==> src/rtl/mux_arb_pkg.sv <==
// Shared definitions for the round-robin mux arbiter: state encoding, widths
// and the rotating-priority scan used for every grant decision.
package mux_arb_pkg;

    localparam int NUM_REQ = 4;
    localparam int SEL_W   = 2;

    localparam logic [0:0] IDLE  = 1'b0;
    localparam logic [0:0] GRANT = 1'b1;

    // Returns {found, idx}: first set request in order last+1, last+2, last+3, last.
    function automatic logic [SEL_W:0] rr_pick(input logic [NUM_REQ-1:0] req,
                                               input logic [SEL_W-1:0]   last);
        logic [SEL_W:0]   res;
        logic [SEL_W-1:0] idx;
        res = {1'b0, {SEL_W{1'b0}}};
        for (int k = NUM_REQ - 1; k >= 0; k--) begin
            idx = last + SEL_W'(k + 1);
            if (req[idx]) begin
                res = {1'b1, idx};
            end
        end
        return res;
    endfunction

    function automatic logic [NUM_REQ-1:0] onehot(input logic [SEL_W-1:0] idx);
        return {{(NUM_REQ-1){1'b0}}, 1'b1} << idx;
    endfunction

endpackage

==> src/rtl/mux_4to1.sv <==
// Plain 4-to-1 single-bit multiplexer shared by the arbitrated requesters.
module mux_4to1
    import mux_arb_pkg::*;
(
    input  logic [NUM_REQ-1:0] data,
    input  logic [SEL_W-1:0]   select,
    output logic               mux_o
);

    // Select one data bit by index.
    always_comb begin
        mux_o = 1'b0;
        case (select)
            2'd0:    mux_o = data[0];
            2'd1:    mux_o = data[1];
            2'd2:    mux_o = data[2];
            2'd3:    mux_o = data[3];
            default: mux_o = 1'b0;
        endcase
    end

endmodule

==> src/rtl/mux_rr_arbiter.sv <==
// Round-robin arbiter time-sharing one mux_4to1 among four requesters, with each
// tenure bounded to MAX_HOLD cycles so no requester can starve the others.
module mux_rr_arbiter
    import mux_arb_pkg::*;
#(
    parameter int MAX_HOLD = 8
) (
    input  logic               clk,
    input  logic               reset,
    input  logic [NUM_REQ-1:0] req,
    input  logic [NUM_REQ-1:0] data,
    output logic [NUM_REQ-1:0] grant,
    output logic [SEL_W-1:0]   select,
    output logic               out,
    output logic               out_valid
);

    localparam int CNT_W = $clog2(MAX_HOLD + 1);

    logic [0:0]         state_q,    state_d;
    logic [CNT_W-1:0]   hold_cnt_q, hold_cnt_d;
    logic [SEL_W-1:0]   last_q,     last_d;
    logic [NUM_REQ-1:0] grant_q,    grant_d;
    logic [SEL_W-1:0]   select_q,   select_d;

    logic [SEL_W-1:0]   scan_last_s;
    logic [SEL_W:0]     pick_s;
    logic               release_s;
    logic               mux_o_s;

    // Next-state: idle/grant decisions, tenure counting and hand-off.
    always_comb begin
        state_d     = state_q;
        hold_cnt_d  = hold_cnt_q;
        last_d      = last_q;
        grant_d     = grant_q;
        select_d    = select_q;
        release_s   = 1'b0;
        // While granted the current owner is the lowest-priority slot in the scan.
        scan_last_s = (state_q == GRANT) ? select_q : last_q;
        pick_s      = rr_pick(req, scan_last_s);
        case (state_q)
            IDLE: begin
                if (pick_s[SEL_W]) begin
                    state_d    = GRANT;
                    grant_d    = onehot(pick_s[SEL_W-1:0]);
                    select_d   = pick_s[SEL_W-1:0];
                    last_d     = pick_s[SEL_W-1:0];
                    hold_cnt_d = {CNT_W{1'b0}};
                end else begin
                    state_d    = IDLE;
                    grant_d    = {NUM_REQ{1'b0}};
                end
            end
            GRANT: begin
                release_s = !req[select_q] || (hold_cnt_q == CNT_W'(MAX_HOLD - 1));
                if (release_s) begin
                    hold_cnt_d = {CNT_W{1'b0}};
                    if (pick_s[SEL_W]) begin
                        state_d  = GRANT;
                        grant_d  = onehot(pick_s[SEL_W-1:0]);
                        select_d = pick_s[SEL_W-1:0];
                        last_d   = pick_s[SEL_W-1:0];
                    end else begin
                        state_d  = IDLE;
                        grant_d  = {NUM_REQ{1'b0}};
                    end
                end else begin
                    hold_cnt_d = hold_cnt_q + CNT_W'(1);
                end
            end
            default: begin
                state_d    = IDLE;
                grant_d    = {NUM_REQ{1'b0}};
                hold_cnt_d = {CNT_W{1'b0}};
            end
        endcase
    end

    // State registers; reset leaves requester 0 as the first winner.
    always_ff @(posedge clk or posedge reset) begin
        if (reset) begin
            state_q    <= IDLE;
            hold_cnt_q <= {CNT_W{1'b0}};
            last_q     <= 2'b11;
            grant_q    <= {NUM_REQ{1'b0}};
            select_q   <= 2'b00;
        end else begin
            state_q    <= state_d;
            hold_cnt_q <= hold_cnt_d;
            last_q     <= last_d;
            grant_q    <= grant_d;
            select_q   <= select_d;
        end
    end

    mux_4to1 u_mux (
        .data   (data),
        .select (select_q),
        .mux_o  (mux_o_s)
    );

    assign grant     = grant_q;
    assign select    = select_q;
    assign out_valid = |grant_q;
    assign out       = mux_o_s & out_valid;

endmodule

==> config.mk <==
export PLATFORM = sky130hd
export DESIGN_NAME = mux_rr_arbiter
export DESIGN_NICKNAME = d
export VERILOG_FILES = /design/src/rtl/mux_arb_pkg.sv /design/src/rtl/mux_4to1.sv /design/src/rtl/mux_rr_arbiter.sv
export SDC_FILE = /design/constraint.sdc
export NUM_CORES = 1
export LEC_CHECK = 0
export CAP_MARGIN = 0
export CORE_MARGIN = 4
export CORE_UTILIZATION = 53
export CTS_BUF_LIST = sky130_fd_sc_hd__clkbuf_8
export DETAILED_ROUTE_END_ITERATION = 8
export HOLD_SLACK_MARGIN = 0.06
export PLACE_DENSITY = 0.92
export SKIP_LAST_GASP = 1
export SLEW_MARGIN = 30
export SYNTH_ARGS = -nofsm -noshare
export SYNTH_HDL_FRONTEND = slang
export SYNTH_SLANG_ARGS = --single-unit
==> constraint.sdc <==
create_clock -name clk -period 3.2 [get_ports clk]
set_input_delay 0.8 -clock clk [delete_from_list [all_inputs] [get_ports clk]]
set_output_delay 0.8 -clock clk [all_outputs]
set_load 0.02 [all_outputs]
==> flow_results.xml <==
<?xml version="1.0" encoding="UTF-8"?>
<metrics>
  <group name="floorplanning">
    <metric name="fp-row-count" unit="">13</metric>
    <metric name="pin_count" unit="">18</metric>
    <metric name="die_area" unit="mm^2">0.00202</metric>
    <metric name="die_h" unit="um">44.9</metric>
    <metric name="initial_core_utilization" unit="%">56.2</metric>
    <metric name="fp.coreArea" unit="mm^2">0.00128</metric>
    <metric name="chipWidth" unit="um">44.9</metric>
  </group>
  <group name="critical_path">
    <metric name="rr_startpoint" unit="">state_q$_DFF_PP0_</metric>
    <metric name="cp_slowest_stage_delay" unit="ns">0.53</metric>
    <metric name="crit_fanout" unit="">1</metric>
    <metric name="critical-path-slowest-cell" unit="">sky130_fd_sc_hd__clkdlybuf4s50_1</metric>
    <metric name="worstPathCellList" unit="">clkdlybuf4s50_1 -&gt; mux4_2 -&gt; and2_1 -&gt; clkdlybuf4s50_1</metric>
    <metric name="setup.worst_path.start_class" unit="">primary input</metric>
    <metric name="cp_num_buf_inv" unit="">2</metric>
    <metric name="timing.critical_path.to_type" unit="">output port</metric>
    <metric name="critical_path_arrival" unit="ns">2.34</metric>
    <metric name="critical_path_class" unit="">in2out</metric>
    <metric name="regToRegEndpoint" unit="">grant[3]$_DFFE_PP0N_</metric>
    <metric name="required" unit="ns">2.40</metric>
    <metric name="ff2ff_setup_slack" unit="ns">1.46</metric>
    <metric name="critical-path-top-cell-by-count" unit="">sky130_fd_sc_hd__clkdlybuf4s50_1</metric>
    <metric name="cp_top_family" unit="">buffers and inverters</metric>
    <metric name="timing.reg2reg.worst_path_depth" unit="">5</metric>
  </group>
  <group name="drt">
    <metric name="number_of_search_and_repair_iterations_in_the_first_detailed_routing_pass" unit="">4</metric>
    <metric name="routed_wire_length_per_instance" unit="um">14.3</metric>
    <metric name="via_count" unit="">618</metric>
    <metric name="route.detailed.vias_per_inst" unit="">5.78</metric>
    <metric name="drtAntennaViolNets" unit="">0</metric>
    <metric name="drt-initial-drc-count" unit="">8</metric>
    <metric name="drc" unit="">0</metric>
    <metric name="postRouteWirelength" unit="mm">1.53</metric>
  </group>
  <group name="yosys">
    <metric name="postSynthCellCount" unit="">72</metric>
    <metric name="synth_area_per_cell" unit="um^2">10.0</metric>
    <metric name="synth-edff-count" unit="">0</metric>
    <metric name="synth-main-ff-cell" unit="">sky130_fd_sc_hd__dfrtp_1</metric>
    <metric name="syn_area" unit="um^2">722</metric>
    <metric name="synth.largest_area_cell" unit="">sky130_fd_sc_hd__dfrtp_1</metric>
    <metric name="yosys-top-cells-area" unit="">sky130_fd_sc_hd__dfrtp_1 38%, sky130_fd_sc_hd__dfstp_2 7.3%, sky130_fd_sc_hd__mux2i_1 5.5%, sky130_fd_sc_hd__nand2_1 5.2%, sky130_fd_sc_hd__o21ai_1 4.9%</metric>
    <metric name="synth_cell_type_count" unit="">30</metric>
    <metric name="syn_nets" unit="">83</metric>
    <metric name="ys_async_sr_fraction" unit="%">100</metric>
    <metric name="yosysWarnings" unit="">0</metric>
    <metric name="ys_seq_elements" unit="">13</metric>
    <metric name="netlist.area_leader.share" unit="%">38.1</metric>
    <metric name="synth-seq-area-share" unit="%">45.4</metric>
  </group>
  <group name="timing">
    <metric name="worst_slew_pin_slew" unit="ns">0.512</metric>
    <metric name="max_slew_margin" unit="%">65.6</metric>
    <metric name="final_period_minus_worst_setup_slack" unit="ns">3.14</metric>
    <metric name="max_freq" unit="MHz">319</metric>
    <metric name="layout_worst_path_cycle_share" unit="%">98.1</metric>
    <metric name="rsz_0062_raised_after_global_routing" unit="">no</metric>
    <metric name="finClkSkew" unit="ns">0.00382</metric>
    <metric name="final_hold_violation_count" unit="">0</metric>
    <metric name="fin_setup_tns" unit="ns">0</metric>
    <metric name="setup-violations-final" unit="">0</metric>
    <metric name="slew_violations" unit="">0</metric>
  </group>
  <group name="grt">
    <metric name="grt_pass1_vias" unit="">664</metric>
    <metric name="grt_use_total" unit="%">20.2</metric>
    <metric name="first_pass_grt_wire_length" unit="mm">2.86</metric>
    <metric name="gr-total-overflow" unit="">0</metric>
    <metric name="grt_antenna_before_repair" unit="">0</metric>
    <metric name="grt_start_max_net_pins" unit="">14</metric>
  </group>
  <group name="power_and_ir_drop">
    <metric name="power.density_cell_area" unit="mW/mm^2">927</metric>
    <metric name="power.leakage" unit="nW">0.417</metric>
    <metric name="vdd_ir_drop_max" unit="mV">0.490</metric>
  </group>
  <group name="place">
    <metric name="place.port_buffers" unit="">17</metric>
    <metric name="place_congestion" unit="">0.764</metric>
    <metric name="post-dp-hpwl" unit="mm">1.21</metric>
  </group>
  <group name="flow_run">
    <metric name="max-cap-violations" unit="">0</metric>
  </group>
  <group name="finish">
    <metric name="multi_input_comb_area" unit="um^2">375</metric>
    <metric name="postLayoutCoreUtil" unit="%">73.5</metric>
    <metric name="sequential_cell_area" unit="um^2">328</metric>
    <metric name="number_of_antenna_repair_diodes" unit="">0</metric>
    <metric name="drive_above_1_share" unit="%">13.0</metric>
    <metric name="fill_cells" unit="">97</metric>
    <metric name="fin_nets" unit="">104</metric>
    <metric name="layout-area-overhead-vs-synth" unit="%">30.8</metric>
  </group>
  <group name="cts">
    <metric name="post_cts_hold_buffer_count" unit="">0</metric>
    <metric name="post_cts.resized_instances" unit="">0</metric>
    <metric name="cts.clk_slew.worst_paths" unit="ns">0.05</metric>
    <metric name="cts_buffer_depth" unit="">2</metric>
    <metric name="cts.root.buffer_cell" unit="">sky130_fd_sc_hd__clkbuf_8</metric>
    <metric name="cts_tree" unit="">yes</metric>
    <metric name="worst_skew_pair.late_latency" unit="ns">0.25</metric>
    <metric name="tritoncts.num_buffers" unit="">3</metric>
    <metric name="cts_max_level" unit="">1</metric>
    <metric name="post_cts_setup_driven_buffer_insertion_count" unit="">0</metric>
    <metric name="clock_sinks" unit="">13</metric>
  </group>
  <group name="status">
    <metric name="run_status" unit="">finished, final reports clean</metric>
  </group>
  <group name="worst_hold_path">
    <metric name="min_path_type" unit="">reg2reg</metric>
    <metric name="timing.hold.worst_path_depth" unit="">1</metric>
    <metric name="worst_hold_path.endpoint" unit="">last_q[1]$_DFFE_PP1P_</metric>
    <metric name="hold_path.startpoint" unit="">last_q[1]$_DFFE_PP1P_</metric>
  </group>
</metrics>
cell usage after synthesis, types with 2 or more instances:
| library cell | n |
|---|---|
| sky130_fd_sc_hd__dfrtp_1 | 11 |
| sky130_fd_sc_hd__nand2_1 | 10 |
| sky130_fd_sc_hd__o21ai_1 | 7 |
| sky130_fd_sc_hd__a21oi_1 | 6 |
| sky130_fd_sc_hd__mux2i_1 | 4 |
| sky130_fd_sc_hd__nor2_1 | 4 |
| sky130_fd_sc_hd__a22o_1 | 3 |
| sky130_fd_sc_hd__a21o_1 | 2 |
| sky130_fd_sc_hd__dfstp_2 | 2 |
| sky130_fd_sc_hd__nand3_1 | 2 |
| sky130_fd_sc_hd__nor2b_1 | 2 |
worst max-delay path by stage:
stage | start | endpoint | slack, ns | depth (start not counted)
finish | data[3] | out | 0.06 | 4
global route | data[3] | out | 0.02 | 4
CTS | data[0] | out | 0.05 | 4
detailed placement | data[0] | out | 0.05 | 4
global placement | data[3] | out | 0.07 | 4
floorplan | data[3] | out | 0.94 | 2
flip-flops by register name (all words and copies together) (netlist names):
register	flops
select	2
hold_cnt_q	4
grant	4
last_q	2
state_q	1
layout make-up:
cell class | instances | share of cell area (%)
sequential | 13 | 34.7
clock buffer | 3 | 4.37
inverter | 2 | 0.795
timing repair buffer | 17 | 18.0
multi-input combinational | 56 | 39.7
clock inverter | 1 | 0.397
tap | 15 | 1.99
worst register-to-register path: cells and delay by family, from the launching register on:
family	cells	cell delay, ns
AOI/OAI and AO/OA	2	0.52
DFF	1	0.45
muxes	1	0.45
and+or+nand+nor	2	0.28
routing by layer:
layer	share of wire [%]	global-route usage (%)	vias up
met5	0	0	-
met4	1.7	9.36	0
met3	6.2	6.37	4
met2	48	33.5	15
met1	44	23.8	291
li1	-	-	308
stage by stage:
step / hold WS, ns / std cells / total power, mW / setup slack [ns] / instance area (um^2)
6_report: 0.507 / 107 / 0.875 / 0.0604 / 945
5_1_grt: 0.523 / 107 / 0.948 / 0.0151 / 945
4_1_cts: 0.509 / 107 / 0.885 / 0.0533 / 945
3_5_place_dp: 0.499 / 103 / 0.738 / 0.0543 / 900
3_3_place_gp: 0.482 / 103 / 0.720 / 0.0658 / 900
2_1_floorplan: 0.461 / 72 / 0.586 / 0.940 / 722
cells in the final DEF, fill, tap and decap left out:
cell type / netlist / final
sky130_fd_sc_hd__ha_1: 1 / 1
sky130_fd_sc_hd__nor3_1: 1 / 1
sky130_fd_sc_hd__o221ai_1: 1 / 1
sky130_fd_sc_hd__nand2_1: 10 / 10
sky130_fd_sc_hd__o21a_2: 1 / 1
sky130_fd_sc_hd__nor4_2: 1 / 1
sky130_fd_sc_hd__a22o_1: 3 / 3
sky130_fd_sc_hd__a21oi_1: 6 / 6
sky130_fd_sc_hd__clkdlybuf4s50_1: 0 / 17
sky130_fd_sc_hd__inv_2: 1 / 1
sky130_fd_sc_hd__clkbuf_8: 0 / 3
sky130_fd_sc_hd__and2_4: 1 / 1
sky130_fd_sc_hd__and2_1: 1 / 1
sky130_fd_sc_hd__a221o_1: 1 / 1
sky130_fd_sc_hd__nor2b_1: 2 / 2
sky130_fd_sc_hd__dfrtp_1: 11 / 11
sky130_fd_sc_hd__o221a_1: 1 / 1
sky130_fd_sc_hd__a21o_1: 2 / 2
sky130_fd_sc_hd__mux4_2: 1 / 1
sky130_fd_sc_hd__inv_1: 1 / 2
sky130_fd_sc_hd__nand2b_1: 1 / 1
sky130_fd_sc_hd__o21ai_0: 1 / 1
sky130_fd_sc_hd__mux2i_1: 4 / 4
sky130_fd_sc_hd__o21ai_1: 7 / 7
sky130_fd_sc_hd__o22ai_1: 1 / 1
sky130_fd_sc_hd__nor2_1: 4 / 4
sky130_fd_sc_hd__nor3_4: 1 / 1
sky130_fd_sc_hd__nor2_2: 1 / 1
sky130_fd_sc_hd__dfstp_2: 2 / 2
sky130_fd_sc_hd__nand3_1: 2 / 2
sky130_fd_sc_hd__or4_1: 1 / 1
kinds of logic after synthesis:
family                   after synthesis  synth area share [%]
AND/OR/NAND/NOR                       26                  19.9
AO/OA/AOI/OAI                         24                  21.7
flip-flops                            13                  45.4
multiplexers                           5                  8.67
buffers and inverters                  3                  2.60
adder cells (fa/ha/maj)                1                  1.73
report_power, final:
group	switching (mW)	internal, mW
combinational	0.229	0.216
sequential	0.0546	0.231
clock	0.0593	0.0848
Note: power is estimated with default switching activity, not from simulation.
